File: src/rtl/mem_access_unit.sv
// mem_access_unit
// Owns the LC-3 MAR/MDR pair and runs one timed SRAM access at a time.
// A request in IDLE latches the access type and preloads the wait counter;
// the block then holds ACCESS for WAIT_STATES+1 cycles and spends one cycle
// in DONE (R=1) before returning to IDLE. Read data lands in MDR on the
// edge that leaves ACCESS.
//
// Ports
//   Clk, Reset_n            clock, async active-low reset
//   BUS                     shared datapath bus (MAR/MDR load source)
//   LD_MAR, LD_MDR          register loads, honoured outside ACCESS only
//   Mem_Req, Mem_Write      access start / type, sampled in IDLE only
//   MEM_RDATA               SRAM read data
//   MAR, MDR                address / data registers
//   MEM_ADDR, MEM_WDATA     SRAM address / write data (mirror MAR / MDR)
//   MEM_CE_N/OE_N/WE_N      active-low SRAM strobes, decoded from state
//   R                       one-cycle completion pulse (DONE)
//   Busy                    state != IDLE
module mem_access_unit #(
  parameter int WAIT_STATES = 2
) (
  input  logic        Clk,
  input  logic        Reset_n,
  input  logic [15:0] BUS,
  input  logic        LD_MAR,
  input  logic        LD_MDR,
  input  logic        Mem_Req,
  input  logic        Mem_Write,
  input  logic [15:0] MEM_RDATA,
  output logic [15:0] MAR,
  output logic [15:0] MDR,
  output logic [15:0] MEM_ADDR,
  output logic [15:0] MEM_WDATA,
  output logic        MEM_CE_N,
  output logic        MEM_OE_N,
  output logic        MEM_WE_N,
  output logic        R,
  output logic        Busy
);

  localparam logic [3:0] WS4 = 4'(WAIT_STATES);

  typedef enum logic [1:0] {IDLE, ACCESS, DONE} state_t;

  state_t     state;
  logic [3:0] cnt;
  logic       is_write;
  logic       ld_ok;

  // Address and write data must stay frozen while the SRAM is strobed.
  assign ld_ok = (state != ACCESS);

  always_ff @(posedge Clk or negedge Reset_n) begin
    if (!Reset_n) begin
      state    <= IDLE;
      cnt      <= 4'd0;
      is_write <= 1'b0;
      MAR      <= 16'h0000;
      MDR      <= 16'h0000;
    end else begin
      // Loads share the edge with a request in IDLE; the access then sees
      // the new values from its first cycle since the SRAM is driven from
      // the registers themselves.
      if (ld_ok && LD_MAR) MAR <= BUS;
      if (ld_ok && LD_MDR) MDR <= BUS;
      case (state)
        IDLE: begin
          if (Mem_Req) begin
            is_write <= Mem_Write;
            cnt      <= WS4;
            state    <= ACCESS;
          end
        end
        ACCESS: begin
          if (cnt != 4'd0) begin
            cnt <= cnt - 4'd1;
          end else begin
            state <= DONE;
            if (!is_write) MDR <= MEM_RDATA;
          end
        end
        DONE:    state <= IDLE;
        default: state <= IDLE;
      endcase
    end
  end

  // Strobes decode straight from state so an async reset drops them at once.
  assign MEM_CE_N  = (state != ACCESS);
  assign MEM_OE_N  = !((state == ACCESS) && !is_write);
  assign MEM_WE_N  = !((state == ACCESS) &&  is_write);
  assign R         = (state == DONE);
  assign Busy      = (state != IDLE);
  assign MEM_ADDR  = MAR;
  assign MEM_WDATA = MDR;

endmodule

File: config.mk
export PLATFORM = sky130hd
export DESIGN_NAME = mem_access_unit
export DESIGN_NICKNAME = d
export VERILOG_FILES = /design/src/rtl/mem_access_unit.sv
export SDC_FILE = /design/constraint.sdc
export NUM_CORES = 1
export LEC_CHECK = 0
export CAP_MARGIN = 20
export CORE_ASPECT_RATIO = 0.8
export CORE_MARGIN = 5
export CORE_UTILIZATION = 43
export DETAILED_ROUTE_END_ITERATION = 12
export GPL_TIMING_DRIVEN = 0
export PLACE_DENSITY = 0.84
export SLEW_MARGIN = 20
export SYNTH_ARGS = -nofsm -noshare
export SYNTH_HDL_FRONTEND = slang
export SYNTH_SLANG_ARGS = --single-unit
File: constraint.sdc
create_clock -name Clk -period 3.92 [get_ports Clk]
set_clock_uncertainty 0.05 [all_clocks]
set_input_delay 0.784 -clock Clk [delete_from_list [all_inputs] [get_ports Clk]]
set_output_delay 0.784 -clock Clk [all_outputs]
set_load 0.03 [all_outputs]
Word-level counts from Yosys, hierarchy flattened --
Cells that the tools add are included.
Storage, ports and cells: bits in registers 39, bits of input ports 38, output and inout bits 69
Operators by class: add/sub/neg operators 1, equality and inequality tests 6, mux-type cells 10, reduce and logical (&&, ||, !) cells 14
Operators with widths (number):
- two-way mux 16 bit | 4
- two-way mux 4 bit | 2
- one-hot mux 4 bit (2 select lines) | 1
- != test 2 bit, second input constant | 3
- logical AND 1 bit | 4
- two-way mux 2 bit | 2
- one-hot mux 2 bit (2 select lines) | 1
- AND reduction 2 bit | 2
- nonzero test 2 bit | 2
- nonzero test 4 bit | 1
- subtractor 4 x 1 -> 4 bit, second input constant | 1
- logical NOT 1 bit | 3
- AND reduction 3 bit | 1
- equality test 2 x 1 -> 1 bit, second input constant | 1
- equality test 2 bit, second input constant | 1
- logical NOT 2 bit | 1
- != test 2 x 1 -> 1 bit, second input constant | 1

Logic depth before layout (Yosys ltp) --
Gate-level depths: netlist of run 1.
word-level depth 6, gate-level depth with buffers 7, mapped depth without buffers 5

Least setup slack after synthesis of run 1 --
OpenSTA, ideal clock, no wires.
kind register to output, start reg state[1], end out MEM_OE_N, data arrival time 1272 ps, path slack 1814 ps, stages on the path, launching flop included 5, path through dfrtp_1 -> buf_6 -> or3b_1 -> buf_6 -> clkbuf_1
On the way: cells in the longest elaborated chain, start to end 3
RTL lines:
- start: declaration | line 45 | state_t state;
- start signal: assignment | line 55 | state <= IDLE;
- start signal: assignment | line 71 | state <= ACCESS;
- start signal: assignment | line 78 | state <= DONE;
- equality test 2 x 1 -> 1 bit | line 90 | assign MEM_OE_N = !((state == ACCESS) && !is_write);
- logical AND 1 bit | line 90
- logical NOT 1 bit | line 90
- end: declaration | line 35 | output logic MEM_OE_N,
Every way passes these cells.

Final worst setup path of run 1 --
start reg state[0], end out MEM_OE_N
Same word-level chain as after synthesis.

==> results of run 1 <==
==> report_power, final <==
part / total, mW / switching, mW / internal, mW
combinational: 2.43 / 1.31 / 1.12
sequential: 0.783 / 0.171 / 0.612
clock: 0.347 / 0.141 / 0.206
==> final timing paths <==
path	slack, ns	cells after the start	start	to
setup / recovery	0.80	5	state[0]$_DFFE_PN0P_	MEM_OE_N
hold / removal	0.32	1	Reset_n	MAR[2]$_DFFE_PN0P_
setup reg to reg	1.92	7	cnt[0]$_DFFE_PN0P_	MDR[13]$_DFF_PN0_
hold reg to reg	0.48	1	MAR[13]$_DFFE_PN0P_	MAR[13]$_DFFE_PN0P_
max in group asynchronous	3.06	2	Reset_n	cnt[1]$_DFFE_PN0P_
min in group Clk	0.48	1	MAR[13]$_DFFE_PN0P_	MAR[13]$_DFFE_PN0P_
==> flip-flops by register name (all words and copies together) (netlist names) <==
name and flops:
state 2, MAR 16, is_write 1, cnt 4, MDR 16
==> per-stage QoR <==
step           instance area [µm²]  utilization (%)  hold slack, ns  instances  power [mW]
3_3_place_gp                  3220             69.2           0.455        370        3.18
5_1_grt                       3350             72.0           0.321        379        3.75
6_report                      3350             72.0           0.321        379        3.56
2_1_floorplan                 2090                -           0.438        205        2.28
3_5_place_dp                  3230             69.5           0.466        371        3.22
4_1_cts                       3350             72.0           0.326        379        3.58
==> layout make-up <==
type | instances | area [µm²]
clock buffer | 6 | 82.6
clock inverter | 2 | 35.0
tap | 60 | 75.1
timing repair buffer | 106 | 1070
fill | 336 | 1300
multi-input combinational | 113 | 754
buffer | 47 | 338
inverter | 6 | 23.8
sequential | 39 | 976
==> logic make-up (layout without fill, tap and decap cells) <==
family | Yosys count | count (layout) | share of synthesized area (%)
AO/OA/AOI/OAI | 40 | 40 | 11.2
adder cells (fa/ha/maj) | 2 | 2 | 1.20
buffers and inverters | 53 | 167 | 17.3
flip-flops | 39 | 39 | 46.7
multiplexers | 18 | 18 | 9.63
AND/OR/NAND/NOR | 53 | 53 | 14.1
==> layout by cell type (no fill, tap or decap), types with 2 or more instances in the layout <==
| cell type | count |
|---|---|
| clkbuf_1 | 5 |
| buf_2 | 4 |
| o21ai_0 | 16 |
| clkinv_2 | 2 |
| mux2_2 | 7 |
| inv_1 | 4 |
| nor2_1 | 2 |
| nor2b_1 | 3 |
| nand2_1 | 6 |
| mux2_1 | 10 |
| a31oi_1 | 16 |
| nor3_1 | 19 |
| ha_1 | 2 |
| a21oi_1 | 2 |
| buf_4 | 34 |
| o21ai_1 | 2 |
| clkdlybuf4s50_1 | 104 |
| dfrtp_1 | 39 |
| buf_6 | 4 |
| clkbuf_8 | 6 |
| nand3_1 | 16 |
| or3b_1 | 2 |
==> layer usage <==
layer  vias to the layer above  global-route usage, %
met2                        70                   31.2
met3                         9                   7.95
met1                       904                   25.4
met5                         -                      0
met4                         0                   3.75
li1                        916                      -
==> results by group, run 1 <==
Setup path
  • Worst path bufs/invs: 4
  • Crit-path max FO: 10
  • Cell family with most CP delay: buffers and inverters
  • Crit path kind: flip-flop to primary output
  • Crit-path slowest cell: clkdlybuf4s50_1
  • CP cell instances: buf_4, or3b_1, buf_6, clkbuf_1, clkdlybuf4s50_1
  • Crit. End Element: primary output
  • CP max stage delay: between 0.7 and 0.8 ns
  • Worst Path Arrival: 2.29 ns
  • Critical Path RT: 3.09 ns
  • CP Launch Type: flip-flop

Drt
  • Drt total wl: a little over 6000 µm
  • Top Metal Used: met4
  • Met2 WL: 3020 µm
  • M1 wire length: 2570 µm
  • DR vias/cell: ~5
  • WL met3: roughly 430 µm
  • Wire per inst: 16.0 µm
  • Vias: roughly 1900
  • Antenna-violating nets left: 0
  • First-pass detailed-route iteration total: 4
  • DRC Markers: 0
  • Initial DRC count: 123

Final layout
  • Area growth syn-to-layout: 60.2%
  • NumNets Final: roughly 360
  • Layout cell share with drive strength beyond 1: 19.7%
  • Antenna cells: 0

Timing
  • Final WS setup: 0.799 ns
  • Unrepaired setup endpoints after global routing: no
  • Hold Vio Cnt, Final: 0
  • Setup TNS: 0 ns
  • Period utilization: between 70% and 80%
  • Final min period: 3.12 ns
  • Final setup vio count: 0
  • Achievable Freq: 320 MHz
  • Max transition margin: 68.2%
  • Slew Viols, Final: 0
  • Slew @ Worst Pin: about 0.48 ns

Logic synthesis
  • Post-synth top area share: 46.7%
  • Synth Flop Type: dfrtp_1
  • Leading post-synthesis cells by cell area: dfrtp_1, buf_4, mux2_1, a31oi_1, nor3_1
  • Post-synth EDFFs: 0
  • FF+latch count, synth: 39
  • FFs w/ async S/R, synth: 100%
  • Syn. warnings: 0
  • Count leader, synth: dfrtp_1
  • Syn Inst Count: 205
  • Synth unique cells: 32
  • Mapped Area: 2090 µm²
  • Post-synth top cells: dfrtp_1, buf_4, nor3_1
  • Sequential area share after synthesis: 46.7%
  • Post-synthesis net count: around 250
  • Largest area contributor in the netlist: dfrtp_1
  • Syn Area/Cell: 10.2 µm²

Clock tree
  • Clk pin slew, worst setup/hold paths: 0.07 ns
  • H-tree lvl count: 2
  • CTS tree: yes
  • Cts hold-fix bufs: 0
  • Clk Latency, worst-skew pair: 0.30 ns
  • Post-CTS setup buffers: 0
  • Clock Tree Root: clkbuf_8
  • Post_cts resized: 0
  • Clock Sinks: 39
  • Clock tree buffer depth: 2
  • CTS buffer count: 5

Placed design
  • DP HPWL: 4620 µm
  • Pre-CTS setup slack: 1.14 ns
  • Placer Congestion: approximately 0.79
  • Port bufs: 105

Hold path
  • Hold Path Class: primary input to asynchronous set/reset pin

Outcome
  • Run status: finished, final reports clean

Die
  • FP Rows: 22
  • Core ar.: 4650 µm²
  • Top Ports: 107
  • Die Area: 6370 µm²
  • Vert. Die Dim: 72.4 µm
  • Starting density of the core: 45.0%
  • Horiz. Die Dim: 88.0 µm

Power and ir drop
  • Worst VDD drop: 753 µV
  • PwrDens: ~1100 nW/µm²
  • LEAKAGE: 1.40 nW

Global route
  • Vias in the first global route: between 1500 and 2000
  • Largest net degree at the start of global routing: 28
  • First-pass GRT wire length: 9650 µm
  • Tot GR Track Use: 19.6%
  • Antenna violations before repair: 0
  • Total congestion overflow: 0

Job
  • Max_cap viols: 0
Note: power is estimated with default switching activity, not from simulation.
==> inputs of run 2 (changes only) <==
- CORE_UTILIZATION: 43 -> 36
- PLACE_DENSITY: 0.84 -> 0.75
- clock period: 3.92 -> 2.6 ns (I/O delays scaled with it)
==> run 2 against run 1 <==
Net effect: critical path depth up 1; final area is 0.49% lower; combinational power grew 50%; worst setup slack got worse by 0.66 ns; utilization shrank 12 points; final cell count up 4.7%; non-clock buffer count stayed put; sequential power up 51%; largest cell class unchanged.
==> results by group, run 2 (synthesis gave the netlist of run 1 again) <==
Timing
  • Final min period: ~2.5 ns
  • Final setup vio count: 0
  • Slew Viols, Final: 0
  • Unrepaired setup endpoints after global routing: no
  • Achievable Freq: 406 MHz
  • Setup TNS: 0 ns
  • Hold Vio Cnt, Final: 0
  • Slew @ Worst Pin: 0.459 ns
  • Period utilization: 94.8%
  • Max transition margin: between 60% and 70%

Setup path
  • Crit-path max FO: 10
  • Crit. End Element: primary output
  • Crit path kind: flip-flop to primary output
  • CP max stage delay: 0.44 ns
  • Worst Path Arrival: 1.89 ns
  • Reg2reg path depth: 7
  • Worst path depth: 6
  • Critical Path RT: 2.03 ns
  • Crit-path most repeated cell: buf_2
  • CP Launch Type: flip-flop
  • Cell family with most CP delay: buffers and inverters
  • CP cell instances: buf_4, nor2b_1, buf_2, clkinv_2, buf_2, dlygate4sd2_1
  • Worst path bufs/invs: 5
  • Crit-path slowest cell: dlygate4sd2_1

Hold path
  • Hold Path Class: primary input to asynchronous set/reset pin

Clock tree
  • CTS buffer count: 5
  • Clk Latency, worst-skew pair: a little under 0.3 ns
  • CTS tree: yes
  • Clk pin slew, worst setup/hold paths: 0.08 ns
  • Clock Tree Root: clkbuf_8
  • H-tree lvl count: 2
  • Clock Sinks: 39
  • Post-CTS setup buffers: 0
  • Cts hold-fix bufs: 0
  • Clock tree buffer depth: 2

Die
  • Die Area: 7450 µm²
  • Top Ports: 107
  • Vert. Die Dim: 78.2 µm
  • Core ar.: around 5600 µm²
  • FP Rows: 24
  • Horiz. Die Dim: 95.2 µm
  • Starting density of the core: ~38%

Power and ir drop
  • Overall power: 5.22 mW
  • PwrDens: 1570 nW/µm²
  • Worst VDD drop: approximately 740 µV
  • LEAKAGE: 1.39 nW

Drt
  • Wire per inst: 15.4 µm
  • DRC Markers: 0
  • Antenna-violating nets left: 0
  • First-pass detailed-route iteration total: 4
  • Drt total wl: 6130 µm
  • Initial DRC count: 63
  • DR vias/cell: 4.80
  • Vias: about 1900

Final layout
  • Top flop regs: MAR x16, MDR x16, cnt x4
  • Fill cell count: 479
  • Area growth syn-to-layout: 59.4%
  • Most frequent cells in the layout: clkdlybuf4s50_1, dfrtp_1, buf_4
  • Layout cell share with drive strength beyond 1: 20.1%
  • Sequential Area: 976 µm²
  • NumNets Final: 358
  • Commonest non-fill, non-tap cell in the layout: clkdlybuf4s50_1
  • Antenna cells: 0
  • Multi-input gate area: 754 µm²
  • Layout Cells excl Fill: 397

Global route
  • Tot GR Track Use: around 17%
  • Total congestion overflow: 0
  • Largest net degree at the start of global routing: 26
  • Vias in the first global route: ~2100
  • Antenna violations before repair: 0
  • First-pass GRT wire length: ~10000 µm

Placed design
  • Placed cell count: 389
  • DP HPWL: 4730 µm
  • Port bufs: 105
  • Placer Congestion: 0.751

Job
  • Max_cap viols: 0

Outcome
  • Run status: finished, final reports clean
==> run 2: cell count changes in the layout (fill, tap and decap cells not counted), sizes merged <==
cell,previous run,this run
clkinvlp,0,1
clkbuf,11,12
bufinv,1,0
dlygate4sd2,0,2
clkdlybuf4s50,104,101
==> run 2: worst paths after layout <==
kind	from	to	slack (ns)
worst min-delay path	Reset_n	MAR[0]$_DFFE_PN0P_	0.09
worst max-delay path	state[0]$_DFFE_PN0P_	MEM_CE_N	0.14
worst min register to register	MAR[10]$_DFFE_PN0P_	MAR[10]$_DFFE_PN0P_	0.47
min in group Clk	MAR[10]$_DFFE_PN0P_	MAR[10]$_DFFE_PN0P_	0.47
worst max register to register	cnt[0]$_DFFE_PN0P_	MDR[11]$_DFF_PN0_	0.69
max in group asynchronous	Reset_n	is_write$_DFFE_PN0P_	1.93
==> run 2: power breakdown <==
| group | internal, mW | switching [mW] | total [mW] |
|---|---|---|---|
| clock network | 0.188 | 0.217 | 0.405 |
| logic | 1.66 | 1.98 | 3.64 |
| registers | 0.922 | 0.256 | 1.18 |
| total | 2.77 | 2.45 | 5.22 |
==> run 2: final cells by class <==
type | count | share of cell area, %
Inverter | 6 | 0.713
Tap cell | 78 | 2.93
Clock buffer | 6 | 2.18
Clock inverter | 2 | 0.375
Multi-Input combinational cell | 113 | 22.6
Timing Repair Buffer | 106 | 31.7
Buffer | 47 | 10.2
Sequential cell | 39 | 29.3
==> run 2: routing by layer <==
layer  part of all wire, %  up-vias  wire, µm  GRT usage [%]
met5                     0        -         0              0
met4                   1.2        0        73           4.32
met3                   6.9        8       424           5.45
met2                    47       69      2890           27.4
met1                    45      911      2740           22.1
li1                      -      916         -              -
==> run 2: what timing repair did <==
item	in CTS	in global routing
resized for setup	4	2
gates cloned	0	0
endpoints found under the setup margin	3	1
==> run 2: through the flow <==
step / hold WS [ns] / instance area [µm²] / worst slack, ns / util [%]
global route: 0.0973 / 3330 / 0.0169 / 60.0
floorplan: 0.174 / 2090 / 0.758 / -
CTS: 0.0909 / 3340 / 0.00814 / 60.1
global placement: 0.454 / 3240 / -0.0398 / 58.3
finish: 0.0908 / 3330 / 0.136 / 60.0
detailed placement: 0.423 / 3260 / 0.0651 / 58.6
==> inputs of run 3 (changes only) <==
- SLEW_MARGIN: 20 -> 15
==> results of run 3 <==
No change in the layout: final DEF, timing and power equal those of run 2.
